--- config.mk ---
export PLATFORM = sky130hd
export DESIGN_NAME = adder_rr_arbiter
export DESIGN_NICKNAME = d
export VERILOG_FILES = /design/src/rtl/adder_rr_arbiter.sv
export SDC_FILE = /design/constraint.sdc
export NUM_CORES = 1
export LEC_CHECK = 0
export CORE_AREA = 2 2 234 236
export CTS_CLUSTER_DIAMETER = 150
export CTS_CLUSTER_SIZE = 24
export DETAILED_ROUTE_END_ITERATION = 7
export DIE_AREA = 0 0 236 238
export GPL_TIMING_DRIVEN = 0
export PLACE_DENSITY = 0.52
export RECOVER_POWER = 25
export SYNTH_ARGS = -nofsm -noshare
export SYNTH_HDL_FRONTEND = slang
export SYNTH_SLANG_ARGS = --single-unit
--- constraint.sdc ---
create_clock -name clk -period 8.4 [get_ports clk]
set_clock_uncertainty 0.05 [all_clocks]
set_input_delay 2.52 -clock clk [delete_from_list [all_inputs] [get_ports clk]]
set_output_delay 2.52 -clock clk [all_outputs]
set_load 0.02 [all_outputs]
--- src/rtl/adder_rr_arbiter.sv ---
// Round-robin scheduler sharing one WIDTH-bit adder between N_REQ requesters, with a
// single-entry registered result buffer. Define ADDER_ARB_OVF_EN to add the res_ovf output.
module adder_rr_arbiter #(
    parameter int N_REQ = 4,
    parameter int WIDTH = 64,
    parameter int ID_W  = $clog2(N_REQ)
) (
    input  logic                   clk,
    input  logic                   rst,
    input  logic [N_REQ-1:0]       req_valid,
    output logic [N_REQ-1:0]       req_ready,
    input  logic [N_REQ*WIDTH-1:0] req_a,
    input  logic [N_REQ*WIDTH-1:0] req_b,
    input  logic [N_REQ-1:0]       req_cin,
    output logic                   res_valid,
    input  logic                   res_ready,
    output logic [WIDTH-1:0]       res_sum,
    output logic                   res_cout,
    output logic [ID_W-1:0]        res_id
`ifdef ADDER_ARB_OVF_EN
    ,
    output logic                   res_ovf
`endif
);

    // After reset the pointer sits on the last port, so requester 0 wins first.
    localparam logic [ID_W-1:0] LAST_RST = ID_W'(N_REQ - 1);

    logic             res_valid_q, res_valid_d;
    logic [WIDTH-1:0] res_sum_q, res_sum_d;
    logic             res_cout_q, res_cout_d;
    logic [ID_W-1:0]  res_id_q, res_id_d;
    logic [ID_W-1:0]  last_grant_q, last_grant_d;

    logic             can_accept;
    logic             grant_found;
    logic [ID_W-1:0]  grant_idx;
    logic [ID_W-1:0]  cand;
    logic             accept;
    logic [WIDTH-1:0] sel_a, sel_b;
    logic             sel_cin;
    logic [WIDTH:0]   sum_full;

    // Handshake: a transfer happens on a rising edge where valid && ready are both high.
    // req_ready is one-hot on the granted, currently valid requester and never waits on
    // a future valid; a requester must hold valid and operands stable until accepted.
    assign can_accept = !res_valid_q || res_ready;

    always_comb begin
        grant_found = 1'b0;
        grant_idx   = '0;
        cand        = '0;
        for (int k = 1; k <= N_REQ; k++) begin
            cand = ID_W'((int'(last_grant_q) + k) % N_REQ);
            if (!grant_found && req_valid[cand]) begin
                grant_found = 1'b1;
                grant_idx   = cand;
            end
        end
    end

    assign accept = !rst && can_accept && grant_found;

    always_comb begin
        req_ready = '0;
        if (accept) begin
            req_ready[grant_idx] = 1'b1;
        end
    end

    assign sel_a    = req_a[int'(grant_idx)*WIDTH +: WIDTH];
    assign sel_b    = req_b[int'(grant_idx)*WIDTH +: WIDTH];
    assign sel_cin  = req_cin[grant_idx];
    assign sum_full = {1'b0, sel_a} + {1'b0, sel_b} + {{WIDTH{1'b0}}, sel_cin};

    // A drain and a new accept in the same cycle overwrite the buffer with no bubble.
    always_comb begin
        res_valid_d  = res_valid_q;
        res_sum_d    = res_sum_q;
        res_cout_d   = res_cout_q;
        res_id_d     = res_id_q;
        last_grant_d = last_grant_q;
        if (accept) begin
            res_valid_d  = 1'b1;
            res_sum_d    = sum_full[WIDTH-1:0];
            res_cout_d   = sum_full[WIDTH];
            res_id_d     = grant_idx;
            last_grant_d = grant_idx;
        end else if (res_ready) begin
            res_valid_d = 1'b0;
        end
    end

    always_ff @(posedge clk) begin
        if (rst) begin
            res_valid_q  <= 1'b0;
            res_sum_q    <= '0;
            res_cout_q   <= 1'b0;
            res_id_q     <= '0;
            last_grant_q <= LAST_RST;
        end else begin
            res_valid_q  <= res_valid_d;
            res_sum_q    <= res_sum_d;
            res_cout_q   <= res_cout_d;
            res_id_q     <= res_id_d;
            last_grant_q <= last_grant_d;
        end
    end

    assign res_valid = res_valid_q;
    assign res_sum   = res_sum_q;
    assign res_cout  = res_cout_q;
    assign res_id    = res_id_q;

`ifdef ADDER_ARB_OVF_EN
    logic res_ovf_q, res_ovf_d;

    // Signed overflow: operands agree in sign but the sum does not.
    always_comb begin
        res_ovf_d = res_ovf_q;
        if (accept) begin
            res_ovf_d = (sel_a[WIDTH-1] == sel_b[WIDTH-1]) &&
                        (sum_full[WIDTH-1] != sel_a[WIDTH-1]);
        end
    end

    always_ff @(posedge clk) begin
        if (rst) begin
            res_ovf_q <= 1'b0;
        end else begin
            res_ovf_q <= res_ovf_d;
        end
    end

    assign res_ovf = res_ovf_q;
`endif

endmodule

**Word-level counts from Yosys, hierarchy flattened**

Index checks and enable logic that the tools add are counted.

- Output and inout bits: 72
- Input bits: 523
- Register bits after elaboration: 70
- Word-level logic and storage cells: 55

- Multiplexer cells: 23
- Shifts and indexed selects: 2
- Reduce and logical (&&, ||, !) cells: 13
- Magnitude comparators: 6
- Add/subtract/negate cells: 6

Operator list:

| kind | count |
|---|---|
| $shiftx 256x9->64 | 2 |
| $add 64x64->65 | 1 |
| $add 65x1->65 | 1 |
| $lt 2x3->1 const B | 5 |
| $mux 1 | 12 |
| $bmux 1 s2 | 5 |
| $mux 2 | 4 |
| $logic_and 1x1->1 | 6 |
| $logic_not 1->1 | 5 |
| $add 2x1->2 const B | 2 |
| $add 2x2->2 const B | 2 |
| $mux 4 | 1 |
| $demux 1 s2 | 1 |
| $ge 2x1->1 const B | 1 |
| $reduce_bool 2->1 | 1 |
| $logic_or 1x1->1 | 1 |

**Depth between registers and ports, before layout**

- Word-level depth: 18
- Depth in mapped cells: 24
- Depth with buffers taken out: 21

**Least setup slack after synthesis**

No wires, ideal clock.

- Path type: input -> output
- Start: in req_valid[0]
- End: out req_ready[0]
- Setup slack: 1581 ps
- Stages on the path: 9
- Arrival: 4249 ps
- Path buffers: 3
- Required time: 5830 ps
- Cell sequence: a21oi_1 -> a31oi_1 -> o21ai_0 -> o21ai_1 -> clkbuf_1 -> clkbuf_1 -> clkbuf_1 -> nand2_1 -> nor2_1

- Longest elaborated chain between the ends: 17
- Elaborated cells on any way between the ends: 29
- Those cells by class: order compare: 2; mux: 19; reduce/logical: 8

RTL lines:

| element | line | text |
|---|---|---|
| start: declaration | 10 | `input logic [N_REQ-1:0] req_valid,` |
| $bmux 1 s2 | 55 | `if (!grant_found && req_valid[cand]) begin` |
| $mux 1 (not written as such) | 55 |  |
| $mux 1 | 55 |  |
| $logic_not 1->1 | 55 |  |
| $logic_and 1x1->1 | 55 |  |
| $mux 1 | 55 |  |
| $logic_not 1->1 | 55 |  |
| $logic_and 1x1->1 | 55 |  |
| $mux 1 | 55 |  |
| $logic_not 1->1 | 55 |  |
| $logic_and 1x1->1 | 55 |  |
| $mux 2 | 55 |  |
| $lt 2x3->1 (not written as such) / $ge 2x1->1 (equally long branches) | 67 | `req_ready[grant_idx] = 1'b1;` |
| $logic_and 1x1->1 (not written as such) | 67 |  |
| $mux 1 (not written as such) | 67 |  |
| $demux 1 s2 | 67 |  |
| $mux 4 * | 66 | `if (accept) begin` |
| end: declaration | 11 | `output logic [N_REQ-1:0] req_ready,` |

Every way passes the cells marked *; elsewhere a longest branch is shown, timed or not. The select of a mux whose other input is x is not followed.

**Final worst setup path**

- Start: in req_valid[3]
- End: out req_ready[1]

The elaborated chain is that of the path after synthesis.

==> impl_metrics.env <==
export IMPL_clock_fmax_mhz=121
export IMPL_critical_path_cell_chain="clkdlybuf4s50_1 -> a31oi_1 -> o21ai_0 -> o21ai_4 -> clkbuf_8 -> clkbuf_4 -> clkbuf_2 -> and3_1 -> clkdlybuf4s50_1"
export IMPL_max_stage_delay_ps=710
export IMPL_layout_cell_share_with_drive_strength_beyond_1_pct=3.94
export IMPL_ant_nets=0
export IMPL_antenna_cells=0
export IMPL_clock_tree_root_cell="sky130_fd_sc_hd__clkbuf_16"
export IMPL_synth_lib_cells_used_distinct=67
export IMPL_ys_ff_latch=70
export IMPL_count_of_input_and_output_buffers=594
export IMPL_internal_power_mw=2.02
export IMPL_cts_tree="yes"
export IMPL_post_synth_top_area_fraction_pct=14.1
export IMPL_finalWirelength_mm=61.9
export IMPL_layout_common_cells="558 x sky130_fd_sc_hd__clkdlybuf4s50_1, 311 x sky130_fd_sc_hd__nand2_1, 133 x sky130_fd_sc_hd__a211oi_1"
export IMPL_cts_htree_levels=3
export IMPL_setup_slack_ps=129
export IMPL_post_route_period_util_pct=98.5
export IMPL_critPathLaunch="req_valid[3]"
export IMPL_die_area_um2=56200
export IMPL_overflow=0
export IMPL_cts_root_to_sink_buffers=2
export IMPL_max_vdd_ir_drop_uv=113
export IMPL_seq_area_um2=1400
export IMPL_initial_detailed_routing_violation_count=836
export IMPL_min_delay_path_class="register to register"
export IMPL_clk_latency_ps=350
export IMPL_routed_wire_length_per_instance_um=22.1
export IMPL_critPathMaxFanout=10
export IMPL_cts_clk_slew_worst_paths_ps=70
export IMPL_hold_path_startpoint="res_id[1]"
export IMPL_synthArstFlopShare_pct=0
export IMPL_dp_worst_setup_slack_ps=-2060
export IMPL_n_fill_cell=5804
export IMPL_power_sequential_fraction_pct=12.8
export IMPL_critical_path_class="input pin to output port"
export IMPL_final_common_cell="sky130_fd_sc_hd__clkdlybuf4s50_1"
export IMPL_tightest_slew_ps=931
export IMPL_timing_final_max_slew_violations=0
export IMPL_start_kind="input pin"
export IMPL_die_height_um=238
export IMPL_critPathArrivalTime_ps=5700
export IMPL_dp_final_hpwl_mm=51.4
export IMPL_largest_net_degree_at_the_start_of_global_routing=14
export IMPL_tritoncts_num_buffers=9
export IMPL_synthesis_nets=2080
export IMPL_synthesis_yosys_warnings=0
export IMPL_yosys_most_used_dff="sky130_fd_sc_hd__dfxtp_1"
export IMPL_p_leak_nw=6.48
export IMPL_dr_total_vias=13719
export IMPL_grt_antenna_before_repair=3
export IMPL_synthesis_area_um2=9960
export IMPL_groute_usage_overall_pct=21.0
export IMPL_final_util_pct=32.3
export IMPL_grt_pass1_wl_mm=88.4
export IMPL_regToRegStartpoint="last_grant_q[1]"
export IMPL_pwr_density_cell_nw_per_um2=240
export IMPL_synth_edf_count=0
export IMPL_postSynthAreaPerCell_um2=6.67
export IMPL_final_hold_viol_count=0
export IMPL_max_slew_margin_pct=37.9
export IMPL_top_level_ports=595
export IMPL_netSwitchingFraction_pct=51.1
export IMPL_largest_cells_by_area_after_synthesis="sky130_fd_sc_hd__dfxtp_1 14%, sky130_fd_sc_hd__nand2_1 12%, sky130_fd_sc_hd__a211oi_1 10%"
export IMPL_synthCells=1492
export IMPL_clock_power_share_pct=10.7
export IMPL_cts_sinks=70
export IMPL_synth_sequential_area_ratio_pct=14.1
export IMPL_dpl_cell_area_um2=16800
export IMPL_outcome="completed"
export IMPL_via_per_instance_ratio=4.90
export IMPL_finalNonFillerCells=2801
export IMPL_critical_path_slowest_cell="sky130_fd_sc_hd__clkdlybuf4s50_1"
export IMPL_syn2layout_area_growth_pct=73.3
export IMPL_starting_density_of_the_core_pct=18.6
export IMPL_multi_input_area_um2=8060
export IMPL_critical_path_required_ps=5830
export IMPL_design_final_nets=2688
export IMPL_critical_path_most_common_cell="sky130_fd_sc_hd__clkdlybuf4s50_1"
export IMPL_total_power_mw=4.14
export IMPL_timing_hold_ws_ps=426
export IMPL_endpoint_kind_of_the_worst_setup_timing_path="output port"
export IMPL_synthDominantAreaCellType="sky130_fd_sc_hd__dfxtp_1"
export IMPL_combPwrFrac_pct=76.5
export IMPL_maxCapViolations=0
export IMPL_die_width_um=236
export IMPL_stdcell_area_um2=17300
export IMPL_placed_instance_count=2782
export IMPL_detail_route_drc_violations=0
export IMPL_fin_setup_tns_ps=0
export IMPL_setup_viol=0
export IMPL_period_minus_ws_final_ps=8270
export IMPL_power_switching_mw=2.11
export IMPL_row_count=85
export IMPL_first_global_vias=13932
export IMPL_gp_routability_congestion=0.889
export IMPL_first_pass_iters=5
export IMPL_core_area_um2=53500
==> final cells by class <==
type                    count  share of cell area, %
plain buffers             121                   3.32
clock buffers               9                   1.31
clock inverters             7                  0.566
inverters                  14                  0.305
multi-input cells        1286                   46.7
flip-flops and latches     70                   8.12
well taps                 696                   5.05
repair buffers            598                   34.6
==> cell families after synthesis <==
kind of cell	count (synthesis)	synth area share, %
fa+ha+maj	65	8.32
buf+inv	136	5.72
mux	1	0.101
simple gates	629	31.2
xor+xnor	61	5.36
flops	70	14.1
compound gates	530	35.3
==> power groups by stage <==
stage                     clock [mW]  sequential [mW]  combinational (mW)
after floorplan                    0            0.684                1.74
after global placement             0            0.538                3.11
after detailed placement           0            0.540                3.12
after CTS                      0.458            0.534                3.17
after global routing           0.467            0.547                3.43
final                          0.442            0.531                3.16
==> cell usage after synthesis (14+ instances only) <==
cell type                  number
sky130_fd_sc_hd__nor3_1        16
sky130_fd_sc_hd__nand3b_1      64
sky130_fd_sc_hd__and2_1       130
sky130_fd_sc_hd__a21oi_1       72
sky130_fd_sc_hd__clkbuf_1     112
sky130_fd_sc_hd__a211oi_1     133
sky130_fd_sc_hd__xnor2_1       31
sky130_fd_sc_hd__dfxtp_1       70
sky130_fd_sc_hd__nand2_1      311
sky130_fd_sc_hd__a21o_1        31
sky130_fd_sc_hd__ha_1          63
sky130_fd_sc_hd__inv_1         14
sky130_fd_sc_hd__o21ai_0       85
sky130_fd_sc_hd__nor2_1        51
sky130_fd_sc_hd__a31oi_1      130
sky130_fd_sc_hd__o21ai_1       16
sky130_fd_sc_hd__xor2_1        30
==> routing by layer <==
metal	vias to the layer above	track usage, %	routed length [um]
met5	-	0	0
met3	65	4.07	4000
met2	559	37.1	30100
met4	0	5.33	1460
met1	6451	26.0	26300
li1	6644	-	-
==> critical path, delay by kind of cell <==
| family | cells | cell delay [ps] |
|---|---|---|
| AND/OR/NAND/NOR | 1 | 230 |
| buffers and inverters | 5 | 2250 |
| AO/OA/AOI/OAI | 3 | 680 |
==> path summary, 6_finish.rpt <==
check	end	slack (ps)	cells past startpoint
worst max register to register	res_sum[60]	2460	21
worst min register to register	res_id[1]	430	2
worst min-delay path	res_id[1]	430	2
worst max-delay path	req_ready[1]	130	9
==> repair_timing <==
| action | CTS | global route |
|---|---|---|
| buffers inserted | 0 | 4 |
| pin swaps | 0 | 2 |
| endpoints found under the setup margin | 58 | 12 |
| gates resized for setup | 34 | 14 |
| hold buffers | 0 | 0 |
==> registers in the layout, indices dropped and copies added (netlist names) <==
signal and cells:
res_cout 1, res_valid 1, last_grant_q 2, res_id 2, res_sum 64
No activity file was read; power rests on OpenSTA's default activity.
